`src/rtl/uart_rx_fifo.sv`:
```
// uart_rx_fifo: 16x-oversampled UART receiver (8 data bits, even parity,
// 1 stop bit) feeding a first-word-fall-through receive FIFO.
module uart_rx_fifo #(
  parameter int unsigned CLK_HZ = 50_000_000,
  parameter int unsigned DEPTH  = 4
) (
  input  logic       clk,
  input  logic       reset,
  input  logic [2:0] baud_select,
  input  logic       Rx_EN,
  input  logic       RxD,
  input  logic       Rx_RD,
  output logic [7:0] Rx_DATA,
  output logic       Rx_FERROR,
  output logic       Rx_PERROR,
  output logic       Rx_EMPTY,
  output logic       Rx_FULL,
  output logic       Rx_OVERRUN
);
  localparam int unsigned AW = $clog2(DEPTH);

  function automatic logic [15:0] div_of(input int unsigned baud);
    int unsigned d;
    d = (CLK_HZ + 8 * baud) / (16 * baud);
    if (d == 0) d = 1;
    return d[15:0];
  endfunction

  localparam logic [15:0] DIV_300    = div_of(300);
  localparam logic [15:0] DIV_1200   = div_of(1200);
  localparam logic [15:0] DIV_4800   = div_of(4800);
  localparam logic [15:0] DIV_9600   = div_of(9600);
  localparam logic [15:0] DIV_19200  = div_of(19200);
  localparam logic [15:0] DIV_38400  = div_of(38400);
  localparam logic [15:0] DIV_57600  = div_of(57600);
  localparam logic [15:0] DIV_115200 = div_of(115200);

  typedef enum logic [2:0] {IDLE, START, DATA, PARITY, STOP} state_t;

  logic        rxd_meta_q, rxd_sync_q, rxd_prev_q;
  state_t      state_q, state_d;
  logic [2:0]  baud_q, baud_d;
  logic [15:0] div_q, div_d, div_val;
  logic [3:0]  tick_q, tick_d;
  logic [2:0]  bit_q, bit_d;
  logic [7:0]  shift_q, shift_d;
  logic        s7_q, s7_d, s8_q, s8_d;
  logic        perr_q, perr_d;
  logic        tick, maj, push, push_ferr;

  logic [AW:0] wr_q, wr_d, rd_q, rd_d;
  logic        empty_q, empty_d, full_q, full_d, ovr_q, ovr_d;
  logic [9:0]  head_q, head_d, push_word;
  logic        pop_ok, push_ok;
  logic [9:0]  mem_q [DEPTH];

  // Two-flop synchroniser plus one delayed copy for falling-edge detection
  always_ff @(posedge clk) begin
    if (reset) begin
      rxd_meta_q <= 1'b1;
      rxd_sync_q <= 1'b1;
      rxd_prev_q <= 1'b1;
    end else begin
      rxd_meta_q <= RxD;
      rxd_sync_q <= rxd_meta_q;
      rxd_prev_q <= rxd_sync_q;
    end
  end

  // Divider value for the baud code latched while idle
  always_comb begin
    case (baud_q)
      3'd0:    div_val = DIV_300;
      3'd1:    div_val = DIV_1200;
      3'd2:    div_val = DIV_4800;
      3'd3:    div_val = DIV_9600;
      3'd4:    div_val = DIV_19200;
      3'd5:    div_val = DIV_38400;
      3'd6:    div_val = DIV_57600;
      default: div_val = DIV_115200;
    endcase
  end

  // Receiver state, tick divider and bit assembly registers
  always_ff @(posedge clk) begin
    if (reset) begin
      state_q <= IDLE;
      baud_q  <= '0;
      div_q   <= '0;
      tick_q  <= '0;
      bit_q   <= '0;
      shift_q <= '0;
      s7_q    <= 1'b0;
      s8_q    <= 1'b0;
      perr_q  <= 1'b0;
    end else begin
      state_q <= state_d;
      baud_q  <= baud_d;
      div_q   <= div_d;
      tick_q  <= tick_d;
      bit_q   <= bit_d;
      shift_q <= shift_d;
      s7_q    <= s7_d;
      s8_q    <= s8_d;
      perr_q  <= perr_d;
    end
  end

  // Next-state logic: majority vote on ticks 7/8/9, state advance on tick 15
  always_comb begin
    state_d   = state_q;
    baud_d    = baud_q;
    div_d     = div_q;
    tick_d    = tick_q;
    bit_d     = bit_q;
    shift_d   = shift_q;
    s7_d      = s7_q;
    s8_d      = s8_q;
    perr_d    = perr_q;
    push      = 1'b0;
    push_ferr = 1'b0;
    tick      = 1'b0;
    maj       = (s7_q & s8_q) | (s7_q & rxd_sync_q) | (s8_q & rxd_sync_q);
    if (state_q == IDLE) begin
      baud_d = baud_select;
      if (Rx_EN && rxd_prev_q && !rxd_sync_q) state_d = START;
    end else begin
      tick  = (div_q == div_val - 16'd1);
      div_d = tick ? '0 : div_q + 16'd1;
      if (tick) begin
        tick_d = tick_q + 4'd1;
        if (tick_q == 4'd7) s7_d = rxd_sync_q;
        if (tick_q == 4'd8) s8_d = rxd_sync_q;
        unique case (state_q)
          START: begin
            if (tick_q == 4'd9 && maj) state_d = IDLE;
            else if (tick_q == 4'd15) state_d = DATA;
          end
          DATA: begin
            if (tick_q == 4'd9) shift_d = {maj, shift_q[7:1]};
            if (tick_q == 4'd15) begin
              bit_d = bit_q + 3'd1;
              if (bit_q == 3'd7) state_d = PARITY;
            end
          end
          PARITY: begin
            if (tick_q == 4'd9) perr_d = (^shift_q) ^ maj;
            if (tick_q == 4'd15) state_d = STOP;
          end
          STOP: begin
            if (tick_q == 4'd9) begin
              push      = 1'b1;
              push_ferr = !maj;
              state_d   = IDLE;
            end
          end
          default: ;
        endcase
      end
      if (!Rx_EN) begin
        state_d = IDLE;
        push    = 1'b0;
      end
    end
    if (state_d == IDLE) begin
      div_d  = '0;
      tick_d = '0;
      bit_d  = '0;
    end
  end

  // FIFO pointer/flag update; head register is preloaded so data falls through
  always_comb begin
    push_word = {push_ferr, perr_q, shift_q};
    pop_ok    = Rx_RD && !empty_q;
    push_ok   = push && (!full_q || pop_ok);
    wr_d      = push_ok ? wr_q + 1'b1 : wr_q;
    rd_d      = pop_ok ? rd_q + 1'b1 : rd_q;
    ovr_d     = ovr_q | (push && full_q && !pop_ok);
    empty_d   = (wr_d == rd_d);
    full_d    = (wr_d[AW-1:0] == rd_d[AW-1:0]) && (wr_d[AW] != rd_d[AW]);
    head_d    = head_q;
    // The new head may be the word being written on this same edge
    if (!empty_d) begin
      if (push_ok && (rd_d == wr_q)) head_d = push_word;
      else                           head_d = mem_q[rd_d[AW-1:0]];
    end
  end

  // FIFO control registers
  always_ff @(posedge clk) begin
    if (reset) begin
      wr_q    <= '0;
      rd_q    <= '0;
      empty_q <= 1'b1;
      full_q  <= 1'b0;
      ovr_q   <= 1'b0;
      head_q  <= '0;
    end else begin
      wr_q    <= wr_d;
      rd_q    <= rd_d;
      empty_q <= empty_d;
      full_q  <= full_d;
      ovr_q   <= ovr_d;
      head_q  <= head_d;
    end
  end

  // FIFO storage
  always_ff @(posedge clk) begin
    if (push_ok) mem_q[wr_q[AW-1:0]] <= push_word;
  end

  assign Rx_DATA    = head_q[7:0];
  assign Rx_PERROR  = head_q[8];
  assign Rx_FERROR  = head_q[9];
  assign Rx_EMPTY   = empty_q;
  assign Rx_FULL    = full_q;
  assign Rx_OVERRUN = ovr_q;
endmodule

```
`config.mk`:
```
export PLATFORM = sky130hd
export DESIGN_NAME = uart_rx_fifo
export DESIGN_NICKNAME = d
export VERILOG_FILES = /design/src/rtl/uart_rx_fifo.sv
export SDC_FILE = /design/constraint.sdc
export NUM_CORES = 1
export LEC_CHECK = 0
export BUFFER_PORTS_ARGS = -buffer_cell sky130_fd_sc_hd__clkbuf_2
export CAP_MARGIN = 20
export CORE_MARGIN = 2
export CORE_UTILIZATION = 40
export CTS_BUF_LIST = sky130_fd_sc_hd__clkbuf_2 sky130_fd_sc_hd__clkbuf_4 sky130_fd_sc_hd__clkbuf_8
export DETAILED_ROUTE_END_ITERATION = 10
export HOLD_SLACK_MARGIN = 0.12
export PLACE_DENSITY = 0.6
export SLEW_MARGIN = 25
export SYNTH_ARGS = -nofsm -noshare
export SYNTH_HDL_FRONTEND = slang
export SYNTH_SLANG_ARGS = --single-unit
```
`constraint.sdc`:
```
create_clock -name clk -period 7.55 [get_ports clk]
set_input_delay 0 -clock clk [delete_from_list [all_inputs] [get_ports clk]]
set_output_delay 0 -clock clk [all_outputs]
set_load 0.02 [all_outputs]
```
==> insert_results.sql, run 1 <==
INSERT INTO impl_metrics (metric_group, metric, value, unit) VALUES
('clocking', 'clk_pin_slew', '110', 'ps'),
('cells_and_area', 'fill_cells', '1204', ''),
('yosys', 'synth_top_flop_cell', 'sky130_fd_sc_hd__dfxtp_1', ''),
('clocking', 'clk_path_buf_depth', '2', ''),
('yosys', 'number_of_enable_flip_flop_cells_after_synthesis', '40', ''),
('timing', 'finalSetupTns', '0', 'ps'),
('routing', 'routed-via-count', '3531', ''),
('yosys', 'synth_seq_area_share', '48.6', '%'),
('worst_setup_path', 'worstPathRequired', '7790', 'ps'),
('floorplan', 'dieHeight', '116', 'um'),
('worst_setup_path', 'cpMostUsedCell', 'sky130_fd_sc_hd__xnor2_1', ''),
('yosys', 'yosysWarningCount', '0', ''),
('timing', 'final.min_clock_period', '4400', 'ps'),
('routing', 'average_wire_length_per_cell_after_detail_routing', '16.0', 'um'),
('routing', 'route.met2.wl', '4860', 'um'),
('worst_setup_path', 'worstSetupStartpointType', 'flop', ''),
('clocking', 'count_of_h_tree_levels_built_during_cts', '3', ''),
('worst_setup_path', 'crit_chain', 'nand3b_1, nand2_1, ha_1, xnor2_1, nand3_1, a2111oi_4, nand4b_2, nor3_4, xnor2_1, nor2_1, o31ai_1', ''),
('worst_setup_path', 'timing.critical_path.to_type', 'flop', ''),
('clocking', 'root_buffer', 'sky130_fd_sc_hd__clkbuf_8', ''),
('routing', 'detail_route.wirelength', '10800', 'um'),
('timing', 'setup_slack', '3150', 'ps'),
('yosys', 'asyncSetResetFlopFracSynth', '0', '%'),
('cells_and_area', 'area_delta_synth_final', '9.84', '%'),
('power', 'ir_drop', '0.106', 'mV'),
('worst_setup_path', 'kind_of_critical_path', 'reg2reg', ''),
('timing', 'final_max_slew_viol_count', '0', ''),
('power', 'power.density', '179', 'nW/um^2'),
('yosys', 'syn_area', '5020', 'um^2'),
('yosys', 'synth-seq-cells', '102', ''),
('routing', 'drt-initial-drc-count', '140', ''),
('grt', 'grt_max_degree', '49', ''),
('cells_and_area', 'drive_gt1_share', '12.1', '%'),
('routing', 'drt_drc_violations_left', '0', ''),
('floorplan', 'floorplan.initialDensity', '41.5', '%'),
('outcome', 'run_status', 'finished, final reports clean', ''),
('timing', 'skew', '10.5', 'ps'),
('routing', 'post_drt_antenna_nets', '0', ''),
('worst_setup_path', 'cp_slowest_stage_delay', '760', 'ps'),
('cells_and_area', 'mostFrequentLayoutCell', 'sky130_fd_sc_hd__dfxtp_1', ''),
('timing', 'finalSetupViolCount', '0', ''),
('flow_run', 'drv_cap', '0', ''),
('placement', 'place.port_buffers', '20', ''),
('cells_and_area', 'final_nets', '518', ''),
('grt', 'global_route_wire_length_before_repair', '17600', 'um'),
('power', 'static-leakage-power', '1.98', 'nW'),
('floorplan', 'chipWidth', '116', 'um'),
('cells_and_area', 'layout_common_cells', 'sky130_fd_sc_hd__dfxtp_1, sky130_fd_sc_hd__nor2_1, sky130_fd_sc_hd__nand2_1', ''),
('floorplan', 'io_pins', '21', ''),
('routing', 'drt_first_pass_iters', '4', ''),
('yosys', 'synth_cells', '487', ''),
('timing', 'timing.final.hold_violations', '0', ''),
('cells_and_area', 'antenna_cells', '0', ''),
('worst_setup_path', 'cp.arrival', '4640', 'ps'),
('placement', 'gp_routability_congestion', '0.852', ''),
('timing', 'maxClockFrequency', '227', 'MHz'),
('routing', 'wl_met1', '5230', 'um'),
('routing', 'highest_layer', 'met4', ''),
('floorplan', 'row_count', '40', ''),
('worst_setup_path', 'path_max_fanout', '21', ''),
('timing', 'grt_setup_unrepaired', 'false', ''),
('clocking', 'cts_made_buffers', '9', ''),
('grt', 'total_global_route_track_usage', '17.3', '%'),
('clocking', 'cts_num_sinks', '102', ''),
('routing', 'via_per_inst', '5.26', ''),
('clocking', 'cts-resized-gates', '0', ''),
('timing', 'max-slew-margin-rel', '35.8', '%'),
('placement', 'hpwl', '7390', 'um'),
('grt', 'grt_overflow_total', '0', ''),
('grt', 'grt_pass1_vias', '3392', ''),
('yosys', 'postSynthNetCount', '507', '');
-- flip-flops by register name, indices dropped and copies added (netlist names) --
register / cells
rxd_meta_q: 1
perr_q: 1
wr_q: 3
rd_q: 3
s8_q: 1
state_q: 3
bit_q: 3
Rx_EMPTY: 1
head_q: 10
shift_q: 8
baud_q: 3
rxd_prev_q: 1
rxd_sync_q: 1
tick_q: 4
Rx_FULL: 1
s7_q: 1
div_q: 16
mem_q: 40
Rx_OVERRUN: 1
-- final cells by class --
class	count	area, um^2	share of cell area (%)
sequential	102	2440	44.3
multi-input combinational	344	2420	43.9
tap	168	210	3.81
timing repair buffer	30	190	3.45
clock buffer	9	124	2.25
clock inverter	7	87.6	1.59
inverter	11	41.3	0.748
-- power by group --
group | switching [mW] | internal (mW)
registers | 0.00573 | 0.569
logic | 0.0219 | 0.0153
clock network | 0.212 | 0.162
-- cell usage after synthesis, types with 5 or more instances --
cell type	n	area, um^2
sky130_fd_sc_hd__clkbuf_1	20	75.1
sky130_fd_sc_hd__or2_2	5	31.3
sky130_fd_sc_hd__nor3_1	8	40.0
sky130_fd_sc_hd__dfxtp_1	62	1240
sky130_fd_sc_hd__nor3b_1	5	37.5
sky130_fd_sc_hd__ha_1	12	150
sky130_fd_sc_hd__o31ai_1	12	90.1
sky130_fd_sc_hd__nor3_2	9	90.1
sky130_fd_sc_hd__xnor2_1	22	193
sky130_fd_sc_hd__nand3_1	9	45.0
sky130_fd_sc_hd__nor2b_1	5	31.3
sky130_fd_sc_hd__nand2b_1	5	31.3
sky130_fd_sc_hd__nor2_1	48	180
sky130_fd_sc_hd__inv_1	11	41.3
sky130_fd_sc_hd__and3_1	7	43.8
sky130_fd_sc_hd__a31oi_1	11	68.8
sky130_fd_sc_hd__and2_1	13	81.3
sky130_fd_sc_hd__buf_2	6	30.0
sky130_fd_sc_hd__a211oi_1	10	75.1
sky130_fd_sc_hd__edfxtp_1	40	1200
sky130_fd_sc_hd__xor2_1	22	193
sky130_fd_sc_hd__a21oi_1	12	60.1
sky130_fd_sc_hd__mux2i_1	27	270
sky130_fd_sc_hd__or4b_1	10	100
sky130_fd_sc_hd__nand2_1	47	176
-- kinds of logic (layout without fill, tap and decap cells) --
family / after synthesis / count (layout) / synth area share, %
XOR/XNOR: 44 / 44 / 7.67
flip-flops: 102 / 102 / 48.6
adder cells (fa/ha/maj): 13 / 13 / 3.19
buffers and inverters: 41 / 57 / 3.51
multiplexers: 27 / 27 / 5.38
AND/OR/NAND/NOR: 198 / 198 / 22.2
AO/OA/AOI/OAI: 62 / 62 / 9.37
-- repair_timing --
action	CTS	global route
hold buffers	6	0
hold endpoints to repair	6	0
buffers inserted	0	0
-- per-stage QoR --
step | area (um^2) | utilization, % | power (mW) | std cells
2_1_floorplan | 5020 | - | 0.615 | 487
3_3_place_gp | 5240 | 43.3 | 0.621 | 649
3_5_place_dp | 5240 | 43.3 | 0.622 | 649
4_1_cts | 5510 | 45.5 | 0.997 | 671
5_1_grt | 5520 | 45.5 | 1.02 | 671
6_report | 5520 | 45.5 | 0.985 | 671
-- worst paths after layout --
path,from,endpoint,slack (ps),depth (start not counted)
worst min register to register,rxd_meta_q,rxd_sync_q,420,1
worst max-delay path,baud_q[1],head_q[7],3150,11
worst min-delay path,Rx_RD,rd_q[2],240,5
worst max register to register,baud_q[1],head_q[7],3150,11
-- worst max-delay path, delay by kind of cell (launching register included) --
kind	cells	cell delay, ps
AO/OA/AOI/OAI	2	560
XOR/XNOR	2	580
adder cells (fa/ha/maj)	1	280
flip-flops	1	760
AND/OR/NAND/NOR	6	2090
-- per-layer routing --
layer / up-vias / GRT usage, %
met5: - / 0
met1: 1687 / 23.1
met2: 75 / 27.0
met3: 17 / 4.24
met4: 0 / 7.38
li1: 1752 / -
Note: power is estimated with default switching activity, not from simulation.
==> inputs of run 2 (changes only) <==
ABC_AREA = 1   (was unset)
PLACE_DENSITY = 0.62   (was 0.6)
clock period = 3.8 ns   (was 7.55 ns; I/O delays follow)
==> run 2 against run 1 <==
Effect of this change:
- final cell count grew 38%
- non-clock buffer count grew 12
- clock skew rose by 0.79 ps
- global-route usage increased by 0.86 points
- via count is 33% higher
- core utilization is 0.64 points lower
- design area up 13%
==> insert_results.sql, run 2 <==
INSERT INTO impl_metrics (metric_group, metric, value, unit) VALUES
('min_path', 'min-delay-start', 'rxd_meta_q', ''),
('yosys', 'syn_avg_cell_area', '8.01', 'um^2'),
('timing', 'timing.final.crit_share', '87.7', '%'),
('timing', 'timing.final.hold_violations', '0', ''),
('worst_setup_path', 'worst-r2r-cell-count', '21', ''),
('power', 'power_dissipated_by_switching_net_loads', '498', 'uW'),
('worst_setup_path', 'cp_slowest_stage_delay', '620', 'ps'),
('timing', 'final_max_slew_viol_count', '0', ''),
('cells_and_area', 'largest_register_ff_count', '40', ''),
('timing', 'max-slew-margin-rel', '46.4', '%'),
('grt', 'grt_max_degree', '29', ''),
('worst_setup_path', 'reg_to_reg_slack_setup', '470', 'ps'),
('routing', 'drt_first_pass_iters', '6', ''),
('flow_run', 'drv_cap', '0', ''),
('worst_setup_path', 'kind_of_critical_path', 'reg2reg', ''),
('worst_setup_path', 'timing.critical_path.to_type', 'flop', ''),
('routing', 'post_drt_antenna_nets', '0', ''),
('worst_setup_path', 'timing.rr.start', 'baud_q[0]', ''),
('timing', 'maxClockFrequency', '300', 'MHz'),
('cells_and_area', 'antenna_cells', '0', ''),
('floorplan', 'io_pins', '21', ''),
('yosys', 'netlist_top_cells_count', 'sky130_fd_sc_hd__nand2_1, sky130_fd_sc_hd__inv_1, sky130_fd_sc_hd__dfxtp_1', ''),
('timing', 'final.min_clock_period', '3330', 'ps'),
('yosys', 'synth_top_flop_cell', 'sky130_fd_sc_hd__dfxtp_1', ''),
('clocking', 'cts_num_sinks', '102', ''),
('yosys', 'asyncSetResetFlopFracSynth', '0', '%'),
('cells_and_area', 'fill_cells', '1364', ''),
('clocking', 'cts_made_buffers', '9', ''),
('yosys', 'synth_seq_area_share', '42.9', '%'),
('yosys', 'synth_cells', '711', ''),
('floorplan', 'row_count', '43', ''),
('min_path', 'worst_hold_path.num_cells', '1', ''),
('yosys', 'synthDistinctLibCells', '44', ''),
('yosys', 'syn_area', '5700', 'um^2'),
('yosys', 'yosysTopAreaCellShare', '21.8', '%'),
('yosys', 'number_of_enable_flip_flop_cells_after_synthesis', '40', ''),
('floorplan', 'design.die.area', '15200', 'um^2'),
('cells_and_area', 'drive_gt1_share', '18.8', '%'),
('min_path', 'hold_path.class', 'reg2reg', ''),
('cells_and_area', 'layout_common_cells', 'sky130_fd_sc_hd__nand2_1, sky130_fd_sc_hd__inv_1, sky130_fd_sc_hd__dfxtp_1', ''),
('routing', 'via_per_inst', '5.07', ''),
('worst_setup_path', 'critical-path-slowest-cell', 'sky130_fd_sc_hd__dfxtp_1', ''),
('worst_setup_path', 'critical_path.reg2reg.endpoint', 'tick_q[3]', ''),
('power', 'static-leakage-power', '2.66', 'nW'),
('floorplan', 'dieHeight', '123', 'um'),
('routing', 'average_wire_length_per_cell_after_detail_routing', '13.9', 'um'),
('placement', 'place.port_buffers', '20', ''),
('power', 'seq_power_share', '59.3', '%'),
('yosys', 'synth_top_cells_by_area', 'sky130_fd_sc_hd__dfxtp_1, sky130_fd_sc_hd__edfxtp_1, sky130_fd_sc_hd__nand2_1, sky130_fd_sc_hd__inv_1, sky130_fd_sc_hd__nand3_1', ''),
('timing', 'hold-worst-slack', '424', 'ps'),
('power', 'sw_frac_of_total', '26.0', '%'),
('clocking', 'clk_pin_slew', '100', 'ps'),
('placement', 'gp_routability_congestion', '0.930', ''),
('cells_and_area', 'mostFrequentLayoutCell', 'sky130_fd_sc_hd__nand2_1', ''),
('yosys', 'postSynthNetCount', '731', ''),
('worst_setup_path', 'worstSetupStartpointType', 'flop', ''),
('yosys', 'synth-seq-cells', '102', ''),
('worst_setup_path', 'cp.arrival', '3560', 'ps'),
('grt', 'grt_overflow_total', '0', ''),
('placement', 'hpwl', '9240', 'um'),
('routing', 'routed-via-count', '4683', ''),
('cells_and_area', 'final_nets', '758', ''),
('clocking', 'cts_tree', 'built', ''),
('timing', 'grt_setup_unrepaired', 'false', ''),
('yosys', 'yosysMostFrequentCell', 'sky130_fd_sc_hd__nand2_1', ''),
('clocking', 'root_buffer', 'sky130_fd_sc_hd__clkbuf_8', ''),
('grt', 'grt_pass1_vias', '4503', ''),
('routing', 'drt_drc_violations_left', '0', ''),
('clocking', 'cts_post_setup_buffers_inserted', '0', ''),
('power', 'part_of_the_power_in_the_clock_network', '34.3', '%'),
('grt', 'antenna_violations_before_repair', '0', ''),
('routing', 'drt-initial-drc-count', '385', ''),
('yosys', 'yosysWarningCount', '0', ''),
('power', 'power_frac_comb', '6.4', '%'),
('min_path', 'min_to', 'rxd_sync_q', ''),
('worst_setup_path', 'crit_chain', 'inv_6, nand2_4, nand2_4, inv_1, ha_1, inv_1, nand2_1, nand2_1, nand2_1, nor2_2, nand3_1, nor2_2, nand3_2, nor2_4, nand2_2, nor2_1, nor2_1, nand3_1, nand2_1, inv_2, a21boi_0', ''),
('worst_setup_path', 'cpMostUsedCell', 'sky130_fd_sc_hd__nand2_1', ''),
('cells_and_area', 'area_delta_synth_final', '9.42', '%'),
('grt', 'global_route_wire_length_before_repair', '21800', 'um'),
('clocking', 'count_of_h_tree_levels_built_during_cts', '3', ''),
('clocking', 'clock_latency_on_the_worst_skew_pair', '380', 'ps'),
('timing', 'finalSetupTns', '0', 'ps'),
('grt', 'total_global_route_track_usage', '18.2', '%'),
('timing', 'finalSetupViolCount', '0', ''),
('clocking', 'clk_path_buf_depth', '2', ''),
('floorplan', 'chipWidth', '123', 'um'),
('timing', 'skew', '11.3', 'ps'),
('floorplan', 'design.core.area', '13900', 'um^2'),
('worst_setup_path', 'worstPathRequired', '4030', 'ps'),
('outcome', 'run_status', 'finished, final reports clean', ''),
('power', 'cell_internal_pwr', '1.42', 'mW'),
('power', 'ir_drop', '0.201', 'mV'),
('routing', 'detail_route.wirelength', '12800', 'um'),
('power', 'power.density', '308', 'nW/um^2'),
('yosys', 'synth_top_cell_by_area', 'sky130_fd_sc_hd__dfxtp_1', ''),
('worst_setup_path', 'path_max_fanout', '23', ''),
('floorplan', 'floorplan.initialDensity', '41.0', '%'),
('timing', 'worst-slew-pin-transition', '799', 'ps');
## run 2: cell types whose count changed after synthesis, sizes merged, moves of 10 or more
| cell | change |
|---|---|
| or4b | -10 |
| xnor2 | -14 |
| nand2 | +140 |
| inv | +77 |
| and2 | -14 |
| o31ai | -12 |
| mux2i | -27 |
| nand4 | +23 |
| o21ai | +39 |
| nand3 | +43 |
| a21oi | +32 |
| nor2 | +19 |
## run 2: how the worst max path moves through the flow
| stage | startpoint | depth (start not counted) | slack [ps] | end |
|---|---|---|---|---|
| final | baud_q[0] | 21 | 470 | tick_q[3] |
| after detailed placement | baud_q[1] | 22 | 370 | head_q[5] |
| after global routing | baud_q[0] | 18 | 20 | tick_q[3] |
| after CTS | baud_q[1] | 22 | 360 | head_q[9] |
| after global placement | baud_q[1] | 22 | 490 | head_q[9] |
| after floorplan | baud_q[1] | 25 | 1230 | head_q[8] |
## run 2: final cells by class
type | instances | area, um^2 | area share [%]
Clock buffer | 9 | 124 | 1.99
Sequential cell | 102 | 2440 | 39.2
Clock inverter | 7 | 57.6 | 0.923
Tap cell | 180 | 225 | 3.61
Timing Repair Buffer | 42 | 285 | 4.58
Inverter | 89 | 347 | 5.56
Multi-Input combinational cell | 494 | 2750 | 44.1
## run 2: layer usage
metal	part of all wire, %	global-route usage [%]
met1	45	22.9
met2	51	31.5
met3	3.2	3.78
met4	1.0	5.26
met5	0	0
## run 2: what timing repair did
action                                 4_1_cts  5_1_grt
hold buffers                                 8        0
resized for setup                            0        2
endpoints found under the hold margin       15        0
setup endpoints to repair                    0       15
## run 2: power by group through the flow
stage          clock, mW  sequential [mW]  combinational [mW]
2_1_floorplan          0             1.16               0.102
3_3_place_gp           0             1.16               0.114
3_5_place_dp           0             1.16               0.117
4_1_cts            0.674             1.14               0.124
5_1_grt            0.717             1.14               0.141
6_report           0.657             1.14               0.123
## run 2: cell families after synthesis
| kind of cell | synth area share (%) |
|---|---|
| xor+xnor | 3.23 |
| flops | 42.9 |
| buf+inv | 8.96 |
| simple gates | 31.3 |
| fa+ha+maj | 2.64 |
| compound gates | 11.0 |
## run 2: critical path, delay by kind of cell (launching register included)
family	cells	cell delay (ps)
adders and majority gates	1	250
and+or+nand+nor	15	1450
DFF	1	620
AOI/OAI and AO/OA	1	180
buffers and inverters	4	680
## run 2: stage by stage
stage          instance area (um^2)  worst slack [ps]  utilization, %  instances  total power, mW
2_1_floorplan                  5700              1230               -        711             1.26
3_3_place_gp                   5960               486            43.0        899             1.28
3_5_place_dp                   5960               374            43.0        899             1.28
4_1_cts                        6220               364            44.8        923             1.93
5_1_grt                        6230              19.1            44.9        923             2.00
6_report                       6230               469            44.9        923             1.92
==> inputs of run 3 (changes only) <==
PLACE_DENSITY = 0.6   (was 0.62)
clock period = 3.7 ns   (was 3.8 ns; I/O delays follow)
==> run 3 against run 2 <==
Effect of this change:
- sequential cell count unchanged
- final cell count increased by 0.22%
- sequential power about the same
- fmax increased by 1.3%
- clock power increased by 15%
- setup slack got worse by 56 ps
- design area increased by 0.58%
- via count decreased by 0.43%
- register-to-register slack got worse by 60 ps
- power increased by 6.9%
- non-clock buffer count increased by 2
- largest power group unchanged
==> insert_results.sql, run 3 (synthesized netlist as in run 2, its figures left out) <==
INSERT INTO impl_metrics (metric_group, metric, value, unit) VALUES
('timing', 'grt_setup_unrepaired', 'false', ''),
('clocking', 'cts_post_setup_buffers_inserted', '0', ''),
('grt', 'grt_pass1_vias', '4498', ''),
('placement', 'dpl_cell_area', '5980', 'um^2'),
('power', 'seq_power_share', '56.9', '%'),
('grt', 'grt_max_degree', '29', ''),
('cells_and_area', 'largest_register_ff_count', '40', ''),
('cells_and_area', 'mostFrequentLayoutCell', 'sky130_fd_sc_hd__nand2_1', ''),
('routing', 'drt-initial-drc-count', '353', ''),
('cells_and_area', 'area_delta_synth_final', '10.1', '%'),
('routing', 'via_per_inst', '5.04', ''),
('power', 'cell_internal_pwr', '1.55', 'mW'),
('cells_and_area', 'multi_input_comb_area', '2740', 'um^2'),
('worst_setup_path', 'cp-endpoint', 'tick_q[3]', ''),
('worst_setup_path', 'worstSetupStartpointType', 'flop', ''),
('routing', 'drt_drc_violations_left', '0', ''),
('worst_setup_path', 'kind_of_critical_path', 'reg2reg', ''),
('floorplan', 'chipWidth', '123', 'um'),
('power', 'power_frac_comb', '6.3', '%'),
('routing', 'post_drt_antenna_nets', '0', ''),
('placement', 'placedCellCount', '901', ''),
('placement', 'gp_routability_congestion', '0.964', ''),
('routing', 'routed-via-count', '4663', ''),
('timing', 'hold-worst-slack', '427', 'ps'),
('placement', 'pre_cts_slack', '456', 'ps'),
('clocking', 'root_buffer', 'sky130_fd_sc_hd__clkbuf_8', ''),
('timing', 'skew', '12.9', 'ps'),
('cells_and_area', 'finalCoreUtilization', '45.2', '%'),
('clocking', 'cts_num_sinks', '102', ''),
('cells_and_area', 'fill_cells', '1416', ''),
('timing', 'timing.final.hold_violations', '0', ''),
('routing', 'detail_route.wirelength', '12900', 'um'),
('timing', 'finalSetupTns', '0', 'ps'),
('worst_setup_path', 'timing.critical_path.to_type', 'flop', ''),
('worst_setup_path', 'worstPathRequired', '4000', 'ps'),
('cells_and_area', 'ff_latch_area', '2440', 'um^2'),
('grt', 'total_global_route_track_usage', '18.0', '%'),
('grt', 'antenna_violations_before_repair', '0', ''),
('placement', 'hpwl', '9210', 'um'),
('floorplan', 'design.core.area', '13900', 'um^2'),
('timing', 'final.min_clock_period', '3290', 'ps'),
('timing', 'setup_slack', '413', 'ps'),
('worst_setup_path', 'critical_path.reg2reg.endpoint', 'tick_q[3]', ''),
('power', 'finalPower', '2.05', 'mW'),
('clocking', 'clk_path_buf_depth', '2', ''),
('power', 'ir_drop', '0.202', 'mV'),
('min_path', 'hold_path.class', 'reg2reg', ''),
('min_path', 'min-delay-start', 'rxd_meta_q', ''),
('timing', 'maxClockFrequency', '304', 'MHz'),
('cells_and_area', 'antenna_cells', '0', ''),
('floorplan', 'dieHeight', '123', 'um'),
('cells_and_area', 'drive_gt1_share', '18.9', '%'),
('power', 'power_dissipated_by_switching_net_loads', '498', 'uW'),
('floorplan', 'row_count', '43', ''),
('grt', 'grt_use_met3', '4.29', '%'),
('grt', 'grtUsageMet1', '23.4', '%'),
('clocking', 'cts_made_buffers', '9', ''),
('grt', 'global_route.peak_usage_layer', 'met2', ''),
('placement', 'place.port_buffers', '20', ''),
('routing', 'average_wire_length_per_cell_after_detail_routing', '13.9', 'um'),
('clocking', 'clock_latency_on_the_worst_skew_pair', '390', 'ps'),
('clocking', 'count_of_h_tree_levels_built_during_cts', '3', ''),
('floorplan', 'floorplan.initialDensity', '41.0', '%'),
('grt', 'global_route_wire_length_before_repair', '21500', 'um'),
('power', 'static-leakage-power', '2.68', 'nW'),
('grt', 'grt_overflow_total', '0', ''),
('power', 'part_of_the_power_in_the_clock_network', '36.8', '%'),
('worst_setup_path', 'reg_to_reg_slack_setup', '410', 'ps'),
('timing', 'timing.final.crit_share', '88.8', '%'),
('flow_run', 'drv_cap', '0', ''),
('timing', 'finalSetupViolCount', '0', ''),
('power', 'power.density', '327', 'nW/um^2'),
('worst_setup_path', 'worst-r2r-cell-count', '19', ''),
('cells_and_area', 'final_nets', '760', ''),
('worst_setup_path', 'setup.worst_path.start', 'baud_q[0]', ''),
('floorplan', 'io_pins', '21', ''),
('cells_and_area', 'finish.cell_count_without_fillers', '925', ''),
('worst_setup_path', 'timing.rr.start', 'baud_q[0]', ''),
('floorplan', 'design.die.area', '15200', 'um^2'),
('clocking', 'cts_tree', 'built', ''),
('timing', 'max-slew-margin-rel', '45.5', '%'),
('timing', 'worst-slew-pin-transition', '813', 'ps'),
('power', 'sw_frac_of_total', '24.3', '%'),
('worst_setup_path', 'path_max_fanout', '23', ''),
('clocking', 'clk_pin_slew', '100', 'ps'),
('worst_setup_path', 'cp.arrival', '3580', 'ps'),
('cells_and_area', 'layout_common_cells', 'sky130_fd_sc_hd__nand2_1, sky130_fd_sc_hd__inv_1, sky130_fd_sc_hd__dfxtp_1', ''),
('grt', 'met2_usage_in_global_routing', '30.1', '%'),
('routing', 'drt_first_pass_iters', '5', ''),
('outcome', 'run_status', 'finished, final reports clean', ''),
('timing', 'final_max_slew_viol_count', '0', ''),
('cells_and_area', 'stdcell_area', '6270', 'um^2');
run 3: worst min path at each step:
stage	to	slack [ps]	depth (start not counted)
after floorplan	rxd_meta_q	100	1
after global placement	rxd_meta_q	190	2
after detailed placement	rxd_meta_q	190	2
after CTS	baud_q[2]	420	4
after global routing	rxd_sync_q	450	1
final	rxd_sync_q	430	1
run 3: layer usage:
metal | wire length, um | vias to the layer above
li1 | - | 2401
met1 | 5980 | 2160
met2 | 6190 | 86
met3 | 523 | 16
met4 | 169 | 0
met5 | 0 | -
run 3: final cells by class:
type	instances	area share, %
clock inverters	5	1.06
repair buffers	44	4.79
flip-flops and latches	102	39.0
inverters	89	5.53
well taps	180	3.59
multi-input cells	494	43.8
clock buffers	11	2.31
run 3: worst max-delay path, cell delays in order, from the launching register on:
cell,delay [ps]
sky130_fd_sc_hd__dfxtp_1,610
sky130_fd_sc_hd__nand2_4,150
sky130_fd_sc_hd__nand2_4,110
sky130_fd_sc_hd__inv_1,40
sky130_fd_sc_hd__ha_1,320
sky130_fd_sc_hd__inv_1,90
sky130_fd_sc_hd__nand2_1,50
sky130_fd_sc_hd__nand2_1,90
sky130_fd_sc_hd__nand2_1,70
sky130_fd_sc_hd__nor2_2,90
sky130_fd_sc_hd__nand3_1,90
sky130_fd_sc_hd__nor2_2,130
sky130_fd_sc_hd__nand3_2,120
sky130_fd_sc_hd__nor2_2,360
sky130_fd_sc_hd__nand2_1,90
sky130_fd_sc_hd__a21oi_1,140
sky130_fd_sc_hd__nand2_1,80
sky130_fd_sc_hd__nand2_1,110
sky130_fd_sc_hd__inv_2,220
sky130_fd_sc_hd__a21boi_0,230
run 3: timing repair:
action	4_1_cts	5_1_grt
hold buffers	8	0
gates resized for setup	0	0
hold endpoints to repair	15	0
run 3: power groups by stage:
| stage | logic (mW) | registers, mW | clock network [mW] |
|---|---|---|---|
| detailed placement | 0.124 | 1.19 | 0 |
| global route | 0.147 | 1.17 | 0.820 |
| floorplan | 0.105 | 1.19 | 0 |
| CTS | 0.131 | 1.17 | 0.773 |
| finish | 0.130 | 1.17 | 0.755 |
| global placement | 0.122 | 1.19 | 0 |
